--- config.mk ---
export PLATFORM = sky130hd
export DESIGN_NAME = ir_queue
export DESIGN_NICKNAME = d
export VERILOG_FILES = /design/src/rtl/hrm_pkg.sv /design/src/rtl/ir_queue_mem.sv /design/src/rtl/ir_queue.sv
export SDC_FILE = /design/constraint.sdc
export NUM_CORES = 1
export LEC_CHECK = 0
export ABC_AREA = 1
export CAP_MARGIN = 5
export CORE_MARGIN = 3
export CORE_UTILIZATION = 30
export CTS_BUF_LIST = sky130_fd_sc_hd__clkbuf_2 sky130_fd_sc_hd__clkbuf_4 sky130_fd_sc_hd__clkbuf_8
export DETAILED_ROUTE_END_ITERATION = 16
export HOLD_SLACK_MARGIN = 0.08
export PLACE_DENSITY_LB_ADDON = 0.1
export SLEW_MARGIN = 40
export SYNTH_ARGS = -nofsm -noshare
export SYNTH_HDL_FRONTEND = slang
export SYNTH_SLANG_ARGS = --single-unit
--- constraint.sdc ---
create_clock -name clk -period 2.4 [get_ports clk]
set_clock_uncertainty 0.15 [all_clocks]
set_input_delay 0.48 -clock clk [delete_from_list [all_inputs] [get_ports clk]]
set_output_delay 0.48 -clock clk [all_outputs]
set_load 0.02 [all_outputs]
--- src/rtl/hrm_pkg.sv ---
// Shared package: default instruction width, queue depth limits, and the
// per-cycle queue operation type.
package hrm_pkg;

  localparam int unsigned HRM_WIDTH_DEF = 8;
  localparam int unsigned HRM_DEPTH_DEF = 4;
  localparam int unsigned HRM_DEPTH_MIN = 2;
  localparam int unsigned HRM_DEPTH_MAX = 16;

  // What the queue control does at the next rising edge
  typedef enum logic [2:0] {
    Q_HOLD,   // no change
    Q_PUSH,   // store nIR at the tail
    Q_POP,    // drop the head
    Q_SWAP,   // drop the head and store nIR, count unchanged
    Q_CLEAR   // reset or flush: discard everything
  } q_op_e;

endpackage

--- src/rtl/ir_queue_mem.sv ---
// Instruction queue storage: DEPTH x WIDTH array.
// One synchronous write port and one asynchronous read port.
// The contents are never reset; validity is tracked by the controller.
module ir_queue_mem
  import hrm_pkg::*;
#(
  parameter int unsigned WIDTH = HRM_WIDTH_DEF,
  parameter int unsigned DEPTH = HRM_DEPTH_DEF,
  parameter int unsigned AW    = $clog2(DEPTH)
) (
  input  logic             clk,
  input  logic             i_we,
  input  logic [AW-1:0]    i_waddr,
  input  logic [WIDTH-1:0] i_wdata,
  input  logic [AW-1:0]    i_raddr,
  output logic [WIDTH-1:0] o_rdata
);

  logic [WIDTH-1:0] r_mem [DEPTH];

  // Write the incoming word at the tail slot
  always_ff @(posedge clk) begin
    if (i_we) r_mem[i_waddr] <= i_wdata;
  end

  assign o_rdata = r_mem[i_raddr];

endmodule

--- src/rtl/ir_queue.sv ---
// Instruction FIFO with flush, pointer/count control around ir_queue_mem.
// Optional macro IR_QUEUE_BYPASS_EN: when the queue is empty, a pushed word
// appears on rIR in the same cycle (and can be consumed without storing it).
// Without the macro there is no combinational path from nIR/wIR to rIR/valid.
module ir_queue
  import hrm_pkg::*;
#(
  parameter int unsigned WIDTH = HRM_WIDTH_DEF,
  parameter int unsigned DEPTH = HRM_DEPTH_DEF
) (
  input  logic                       clk,
  input  logic                       rst,
  input  logic [WIDTH-1:0]           nIR,
  input  logic                       wIR,
  input  logic                       rd,
  input  logic                       flush,
  output logic [WIDTH-1:0]           rIR,
  output logic                       valid,
  output logic                       full,
  output logic [$clog2(DEPTH+1)-1:0] count
);

  localparam int unsigned PW = $clog2(DEPTH);
  localparam int unsigned CW = $clog2(DEPTH + 1);

  logic [PW-1:0]    r_wptr;
  logic [PW-1:0]    r_rptr;
  logic [CW-1:0]    r_count;
  logic [WIDTH-1:0] w_rdata;
  logic             w_stored;
  logic             w_byp;
  logic             w_pop;
  logic             w_push;
  q_op_e            w_op;

  assign w_stored = (r_count != '0);
  assign full     = (r_count == CW'(DEPTH));
  assign count    = r_count;

`ifdef IR_QUEUE_BYPASS_EN
  assign w_byp = (r_count == '0) && wIR && !flush;
`else
  assign w_byp = 1'b0;
`endif

  // A pop only touches storage when an entry is stored. A bypassed word
  // consumed in the same cycle is neither stored nor popped.
  assign w_pop  = rd && w_stored;
  assign w_push = wIR && (!full || w_pop) && !(w_byp && rd);

  // Head word and valid flag, forced to zero when nothing is presented
  always_comb begin
    valid = w_stored;
    rIR   = w_stored ? w_rdata : '0;
    if (w_byp) begin
      valid = 1'b1;
      rIR   = nIR;
    end
  end

  // Select the operation for the next edge: rst > flush > push/pop
  always_comb begin
    w_op = Q_HOLD;
    if (rst || flush)      w_op = Q_CLEAR;
    else if (w_push && w_pop) w_op = Q_SWAP;
    else if (w_push)       w_op = Q_PUSH;
    else if (w_pop)        w_op = Q_POP;
  end

  // Pointer and occupancy update; pointers wrap naturally (DEPTH is 2^n)
  always_ff @(posedge clk) begin
    case (w_op)
      Q_CLEAR: begin
        r_wptr  <= '0;
        r_rptr  <= '0;
        r_count <= '0;
      end
      Q_PUSH: begin
        r_wptr  <= r_wptr + PW'(1);
        r_count <= r_count + CW'(1);
      end
      Q_POP: begin
        r_rptr  <= r_rptr + PW'(1);
        r_count <= r_count - CW'(1);
      end
      Q_SWAP: begin
        r_wptr  <= r_wptr + PW'(1);
        r_rptr  <= r_rptr + PW'(1);
      end
      default: ;
    endcase
  end

  ir_queue_mem #(
    .WIDTH (WIDTH),
    .DEPTH (DEPTH)
  ) u_mem (
    .clk     (clk),
    .i_we    ((w_op == Q_PUSH) || (w_op == Q_SWAP)),
    .i_waddr (r_wptr),
    .i_wdata (nIR),
    .i_raddr (r_rptr),
    .o_rdata (w_rdata)
  );

endmodule

# Word-level counts from Yosys, hierarchy flattened

Memory sizes are Yosys's and may differ from the RTL's. A register that Yosys moved wholly into a read port is not among the register bits.
Index checks and enable logic that the tools add are counted.

Reductions and logical operators: 13
Equal/unequal tests: 5
Muxes and demuxes: 11
$add $sub $neg: 4

Operators by type and width:

| cell                | count |
|---|---|
| $pmux 3 s3          | 1 |
| $mux 8              | 1 |
| $pmux 2 s2          | 2 |
| $eq 3x2->1 const B  | 2 |
| $eq 3x3->1 const B  | 2 |
| $mux 2              | 3 |
| $mux 3              | 2 |
| $reduce_bool 3->1   | 2 |
| $add 2x1->2 const B | 2 |
| $reduce_bool 2->1   | 2 |
| $reduce_or 2->1     | 2 |
| $add 3x1->3 const B | 1 |
| $eq 3x1->1 const B  | 1 |
| $logic_and 1x1->1   | 3 |
| $logic_or 1x1->1    | 3 |
| $sub 3x1->3 const B | 1 |
| $mux 1              | 2 |
| $logic_not 1->1     | 1 |

Input port bits: 13
Bits in writable memories: 32
Register bits: 7
Memories kept: 1
Logic and storage cells: 37
Output and inout port bits: 13

Memory list:

| name        | words | bits a word | read ports | clocked after memory_dff | write ports | RTL line           | RTL |
|---|---|---|---|---|---|---|---|
| u_mem.r_mem | 4     | 8           | 1          | 1                        | 1           | ir_queue_mem.sv:19 | `logic [WIDTH-1:0] r_mem [DEPTH];` |

# Logic depth before layout (Yosys ltp)

Depth in word-level cells: 11
Mapped depth: 9
Depth with buffers taken out: 9

# Hierarchy

A second synthesis with hierarchy kept.

Cells, all modules: 195
Area, all modules: 1,896.8 sq um

Modules (own cells, without submodules):

| module       | area each (sq um) | instances | seq. area each (sq um) | cells an instance |
|---|---|---|---|---|
| ir_queue_mem | 1,387.6           | 1         | 960.9                  | 133 |
| ir_queue     | 509.2             | 1         | 210.2                  | 62 |

# Worst setup path after synthesis

No wires, ideal clock.

Path kind: reg2reg
Start: register r_count[0], in the netlist count[0]
End: register r_count[2], in the netlist count[2], data pin
Path slack: 277 ps
Required time: 1,991 ps
Buffers on the path: 0
Stages on the path, launching flop included: 9
Setup time: 259 ps
Period minus slack after synthesis: 2,123 ps
Arrival time: 1,714 ps
Path through: edfxtp_1 -> nor2_4 -> nand3b_1 -> nand2_2 -> nand2_2 -> fa_1 -> xor2_1 -> nand3_1 -> o21ai_2

Longest elaborated chain between the ends: 9
Elaborated cells on any way between the ends: 17
Classes of those cells: add/sub: 2; eq/ne: 4; mux: 5; reduce/logical: 6

Ends and longest elaborated chain:

| element                                              | RTL line                       | RTL |
|---|---|---|
| start: declaration                                   | ir_queue.sv:28                 | `logic [CW-1:0] r_count;` |
| start signal: assignment                             | ir_queue.sv:80                 | `r_count <= r_count + CW'(1);` |
| start signal: assignment                             | ir_queue.sv:84                 | `r_count <= r_count - CW'(1);` |
| $eq 3x3->1 or $reduce_bool 3->1 (tied branches)      | ir_queue.sv:37, ir_queue.sv:36 |  |
| $logic_not 1->1 or $logic_and 1x1->1 (tied branches) | ir_queue.sv:49, ir_queue.sv:48 |  |
| $logic_or 1x1->1                                     | ir_queue.sv:49                 | `assign w_push = wIR && (!full \|\| w_pop) && !(w_byp && rd);` |
| $logic_and 1x1->1                                    | ir_queue.sv:49                 |  |
| $mux 2 or $logic_and 1x1->1 (tied branches)          | ir_queue.sv:66, ir_queue.sv:65 |  |
| $mux 3                                               | ir_queue.sv:65                 | `else if (w_push && w_pop) w_op = Q_SWAP;` |
| $mux 3                                               | ir_queue.sv:64                 | `if (rst \|\| flush) w_op = Q_CLEAR;` |
| $eq 3x2->1, or another cell as far along             | ir_queue.sv:72                 | `case (w_op)` |
| $pmux 3 s3 (*)                                       | ir_queue.sv:72                 |  |

Every way passes the cells marked *; elsewhere a longest branch is shown, timed or not.
A chain may end at the register's enable or synchronous reset.

# Worst setup path in the final report

Start: register r_count[1], in the netlist count[1]
End: output rIR[1]

Longest elaborated chain between the ends: 2

Ends and longest elaborated chain:

| element           | RTL line       | RTL |
|---|---|---|
| $reduce_bool 3->1 | ir_queue.sv:36 | `assign w_stored = (r_count != '0);` |
| $mux 8            | ir_queue.sv:54 | `rIR = w_stored ? w_rdata : '0;` |
| end: declaration  | ir_queue.sv:17 | `output logic [WIDTH-1:0] rIR,` |

No other way between the ends.

==> impl_metrics.csv <==
group,metric,value,unit
clock_tree,clock-sinks,41,
sta,fin_crit_sh,93.4,%
power_and_ir_drop,leakage,0.000870,uW
drt,drt_iter0_drc,78,
power_and_ir_drop,intPower,1100,uW
sta,fin_crit,2240,ps
place,dp_hpwl,2.55,mm
min_path,min_from,"r_rptr[1]",
setup_path,rrSetupSlack,400,ps
sta,rsz0062_at_grt,"false",
sta,setup_viol,0,
synthesis,ys_types,26,
synthesis,ys_top_cells_by_area,"edfxtp_1, nor2_1, o21ai_0, ha_1, inv_1",
place,placedCellCount,261,
setup_path,critPathBufInv,2,
synthesis,synth_top_area_share,64.2,%
synthesis,syn-num-nets,172,
synthesis,yosys_warnings,0,
setup_path,cp-start-kind,"flop",
global_routing,overflow,0,
place,preCtsSetupSlack,-68.0,ps
place,io_buffer_count,25,
finish,syn2layout_area_growth,27.3,%
setup_path,path_max_fanout,8,
floorplan,rows,27,
finish,layout.nets,214,
floorplan,num_io_pins,26,
setup_path,cpPeakStageDelay,430,ps
flow_run,drv_cap,0,
power_and_ir_drop,ir_drop,0.268,mV
finish,instances_no_fill,269,
clock_tree,hold_buffers,0,
power_and_ir_drop,combinationalPowerShare,16.1,%
clock_tree,clk_path_buf_depth,2,
setup_path,rr_worst_depth,8,
clock_tree,clock_latency,280,ps
setup_path,cp.required,1770,ps
clock_tree,cts_tree,"built",
drt,viasPerCell,4.47,
setup_path,cp_num_cells,5,
min_path,hold_class,"reg -> reg",
sta,fmax,446,MHz
finish,design_area,2320,sq um
power_and_ir_drop,switchingPower,378,uW
sta,finalHoldViolCount,0,
drt,firstDrtPassIters,4,
clock_tree,h-tree-depth,2,
synthesis,avgSynthCellArea,11.8,sq um
place,gp_congestion,0.747,
power_and_ir_drop,power.density,638,nW/um^2
sta,layout_setup_ws,157,ps
floorplan,dieArea,7050,sq um
global_routing,grt_pass1_wl,5.88,mm
drt,finalWirelength,3.62,mm
clock_tree,post_cts_buffers,0,
floorplan,die_h,84.0,um
sta,hold_ws,402,ps
finish,drive_above_1_share,19.8,%
power_and_ir_drop,p_sw_share,25.5,%
clock_tree,cts_made_buffers,5,
power_and_ir_drop,p_seq_share,55.1,%
setup_path,crit_start,"count[1]",
global_routing,grt_max_degree,17,
floorplan,start_util,32.0,%
finish,num_antenna_cells,0,
sta,slew_viol_final,0,
sta,worstMarginPinSlew,320,ps
min_path,min_path_cells,2,
setup_path,r2r-start,"count[1]",
sta,slew_headroom,78.7,%
floorplan,coreArea,5710,sq um
drt,drc,0,
clock_tree,cts_root_buf,"clkbuf_8",
global_routing,antenna_found_initial,0,
setup_path,path_delay_family,"buffers and inverters",
floorplan,fp.dieW,84.0,um
synthesis,ys_seq_area_share,66.4,%
setup_path,critPathKind,"reg -> out",
drt,wl_per_cell,13.5,um
power_and_ir_drop,finalPower,1480,uW
setup_path,arrival,1610,ps
outcome,status,"completed",
synthesis,syn-cell-area,1820,sq um
drt,via_count,1203,
synthesis,synth_top_area_cell,"edfxtp_1",
setup_path,endpoint_kind,"output port",
drt,ant_nets,0,
power_and_ir_drop,pwr-share-clk,28.7,%
synthesis,syn-instance-count,154,
global_routing,grt_pass1_vias,1225,
place,dpl_cell_area,2240,sq um
synthesis,synth_seq_cells,41,
setup_path,cp_cell_sequence,"nor2_4 > nand2_4 > clkinvlp_4 > a21oi_1 > dlygate4sd2_1",
clock_tree,clk_pin_slew_worst_paths,70,ps
setup_path,crit_slowest_cell,"edfxtp_1",
global_routing,grtUsageTotal,11.1,%
-- placed cells by master, fill, tap and decap left out, types with 2 or more instances in the layout --
| cell | count |
|---|---|
| nand2_1 | 3 |
| ha_1 | 4 |
| o21ai_1 | 2 |
| inv_2 | 3 |
| clkdlybuf4s50_1 | 16 |
| inv_1 | 12 |
| nor2_1 | 39 |
| a21oi_2 | 2 |
| a21oi_1 | 8 |
| clkbuf_8 | 5 |
| nand2_2 | 2 |
| edfxtp_1 | 39 |
| nand3_1 | 5 |
| nand2_4 | 2 |
| nor2_4 | 3 |
| o21ai_0 | 15 |
| dlygate4sd2_1 | 6 |
| buf_4 | 14 |
-- Yosys cell counts --
library cell / instances
nor2_4: 3
nand3b_1: 1
nor2_2: 1
o21ai_1: 2
o21ai_2: 1
xnor2_1: 1
a21oi_1: 8
nand2_1: 3
ha_1: 4
buf_4: 1
nand2_2: 2
fa_1: 1
inv_1: 13
nor2_1: 39
buf_6: 1
edfxtp_1: 39
o21bai_1: 1
buf_2: 2
xor2_1: 1
nand2_4: 2
nand4_2: 1
nand3_1: 5
o21ai_0: 15
a21oi_2: 2
dfxtp_1: 2
inv_2: 3
-- cells by family (layout without fill, tap and decap cells) --
logic type / after synthesis / after routing / synth area share (%)
AND/OR/NAND/NOR: 57 / 57 / 15.2
adder cells (fa/ha/maj): 5 / 5 / 3.84
buffers and inverters: 20 / 63 / 4.87
XOR/XNOR: 2 / 2 / 0.960
flip-flops: 41 / 41 / 66.4
AO/OA/AOI/OAI: 29 / 29 / 8.71
-- power by group through the flow --
stage / clock [uW] / combinational (uW) / sequential (uW)
final: 426 / 239 / 817
after floorplan: 0 / 127 / 837
after detailed placement: 0 / 253 / 834
after global routing: 482 / 264 / 819
after CTS: 442 / 243 / 818
after global placement: 0 / 251 / 832
-- flip-flops by register name (all words and copies together) (netlist names), named ones only --
name	count
count	3
r_wptr	2
r_rptr	2
u_mem.r_mem	32
-- metrics by stage --
step | utilization (%) | TNS (ps)
after floorplan | - | 0
after global placement | 39.3 | -23.8
after detailed placement | 39.3 | -68.0
after CTS | 40.7 | 0
after global routing | 40.7 | 0
final | 40.7 | 0
-- final timing paths --
| kind | endpoint |
|---|---|
| setup / recovery | rIR[1] |
| setup reg to reg | count[2] |
| hold / removal | flop |
| hold reg to reg | flop |
-- worst min-delay path: cells and delay by family, from the launching register on --
| kind | cells | cell delay (ps) |
|---|---|---|
| flops | 1 | 370 |
| simple gates | 1 | 80 |
| compound gates | 1 | 60 |
-- layer usage --
layer | routed length, um | GRT usage, % | share of wire (%)
met1 | 1610 | 13.8 | 44
met2 | 1790 | 17.9 | 49
met3 | 169 | 3.65 | 4.7
met4 | 57 | 3.95 | 1.6
met5 | 0 | 0 | 0
-- cell type report --
| type | count | area [sq um] |
|---|---|---|
| clock buffer | 5 | 68.8 |
| clock inverter | 3 | 17.5 |
| fill | 538 | 3390 |
| inverter | 16 | 63.8 |
| multi-input combinational | 93 | 524 |
| sequential | 41 | 1210 |
| tap | 72 | 90.1 |
| timing repair buffer | 39 | 345 |
-- timing repair --
item	CTS	global route
hold endpoints to repair	0	0
gates cloned	0	0
setup endpoints to repair	8	3
gates resized for setup	10	4
Power figures use the tool's default switching activity.
==> variant, RTL diff (config.mk and constraints unchanged) <==
Set the package constant `HRM_WIDTH_DEF` to 6 (it was 8).
--- a/src/rtl/hrm_pkg.sv
+++ b/src/rtl/hrm_pkg.sv
@@ -4,3 +4,3 @@
 
-  localparam int unsigned HRM_WIDTH_DEF = 8;
+  localparam int unsigned HRM_WIDTH_DEF = 6;
   localparam int unsigned HRM_DEPTH_DEF = 4;
Ports: changed (resized nIR and rIR); port bits go from 26 to 22. The function was not compared with the original's and may differ.
==> variant against the unedited design <==
- wire length fell by 19%
- design area decreased by 14%
- total power fell by 16%
- sequential cell count shrank 8
- setup slack lost 0.016 ns
- die area decreased by 16%
- core utilization grew 0.99 points
- register-to-register slack worse by 0.09 ns
- sequential power is 19% lower
- area after synthesis fell by 17%
- sequential share of layout area decreased by 3.8 points
- non-clock buffer count fell by 2
==> variant: results (changes against the unedited design) <==
synthArstFlopShare: 0  # unchanged
synthMuxAreaShare: 0  # unchanged
worstPathArrival_ns: 1.63  # +0.02 ns
yosys.area_share.adder: 0.0461  # +0.00768
synth_compound_area_frac: 0.0741  # -0.0130
ff2ff_setup_slack_ns: 0.31  # -0.09 ns
hp-class: "flop to flop"
cts_buffers: 5  # unchanged
final_cell_area_um2: 2010  # -14%
cts_root_buffer: "clkbuf_8"
placed_area_um2: 1930  # -14%
place_hpwl_um: 2250  # -12%
ys_types: 23  # -12%
yosys-top-cells-area: "edfxtp_1 61%, nor2_1 7.7%, inv_1 4.4%, o21ai_0 4.3%, ha_1 3.3%"
ys_top_cells_by_count: "31 x edfxtp_1, 31 x nor2_1, 18 x inv_1, 13 x o21ai_0, 8 x a21oi_1"
worst_pin_slew_ns: 0.243  # -0.0761 ns
grt_usage: 0.105  # -0.00576
cts_resized: 4  # -6
grt_antenna_before_repair: 0  # unchanged
syn_nets: 152  # -12%
ys_seq_area_frac: 0.639  # -0.0252
grt_pass1_wl_um: 4820  # -18%
grt_max_degree: 11  # -6
cts.path.max_buffers: 2  # unchanged
cp_max_fo: 4  # -4
portBuffers: 21  # -16%
nFillCells: 510  # -5.2%
dr.pass1.iters: 4  # unchanged
drt-total-wl_um: 2950  # -19%
largest_register: "u_mem.r_mem"
drt_iter0_markers: 21  # -73%
status: "finished, final reports clean"
clk_pin_slew_ns: 0.06
diodes: 0  # unchanged
fmax_ghz: 0.443  # -0.72%
synth-edff-count: 31  # -21%
vias: 1035  # -14%
post-cts-setup-buffers: 0  # unchanged
largest_reg_flops: 24  # -25%
drive_above_1_share: 0.196  # -0.00244
pre_cts_ws_ns: -0.110  # -0.0421 ns
leakagePower_uw: 0.000825  # -5.2%
insertion_delay_ns: 0.27
drc_errors: 0  # unchanged
vdd_ir_drop_max_v: 0.000348  # +30%
final_net_count: 194  # -9.3%
gp_congestion: 0.782  # +4.7%
htreeDepth: 2  # unchanged
synth_xor_area_frac: 0.0115  # +0.00192
yosysWarnings: 0  # unchanged
[variant: per-layer routing]
layer	GRT usage	vias up	wire (µm)
li1	-	530	-
met1	0.130	482	1380
met2	0.167	19	1420
met3	0.0293	4	123
met4	0.0534	0	34
met5	0	-	0
[variant: cell type report]
class | instances | area, µm² | share of cell area
clock inverters | 3 | 12.5 | 0.00623
inverters | 20 | 77.6 | 0.0387
flip-flops and latches | 33 | 971 | 0.484
multi-input cells | 81 | 463 | 0.231
repair buffers | 37 | 330 | 0.165
well taps | 67 | 83.8 | 0.0418
clock buffers | 5 | 68.8 | 0.0343
[variant: cells by family after synthesis]
| logic type | count (synthesis) |
|---|---|
| AOI/OAI and AO/OA | 22 |
| and+or+nand+nor | 52 |
| xor gates and xnor gates | 2 |
| DFF | 33 |
| buffers and inverters | 22 |
| adders and majority gates | 5 |
[variant: power breakdown]
group,switching [µW],internal [µW]
logic,116,90.2
registers,12.9,648
clock network,177,195
[variant: final timing paths]
kind,startpoint,endpoint,cells past startpoint
min reg2reg,r_rptr[1],flop,2
max reg2reg,count[1],count[2],11
max,count[0],full,3
min,r_rptr[1],flop,2
[variant: metrics by stage]
step                      power [µW]  instances   util  hold slack (ns)
after global routing            1300        246  0.417            0.439
after detailed placement         889        238  0.400            0.383
after CTS                       1260        246  0.416            0.402
after global placement           887        238  0.400            0.386
final                           1240        246  0.417            0.394
after floorplan                  782        136      -            0.344
[variant: worst max-delay path, cell delays in order (launching register included)]
cell	delay [ns]
edfxtp_1	0.40
buf_4	0.16
nor3_1	0.17
clkdlybuf4s50_1	0.63
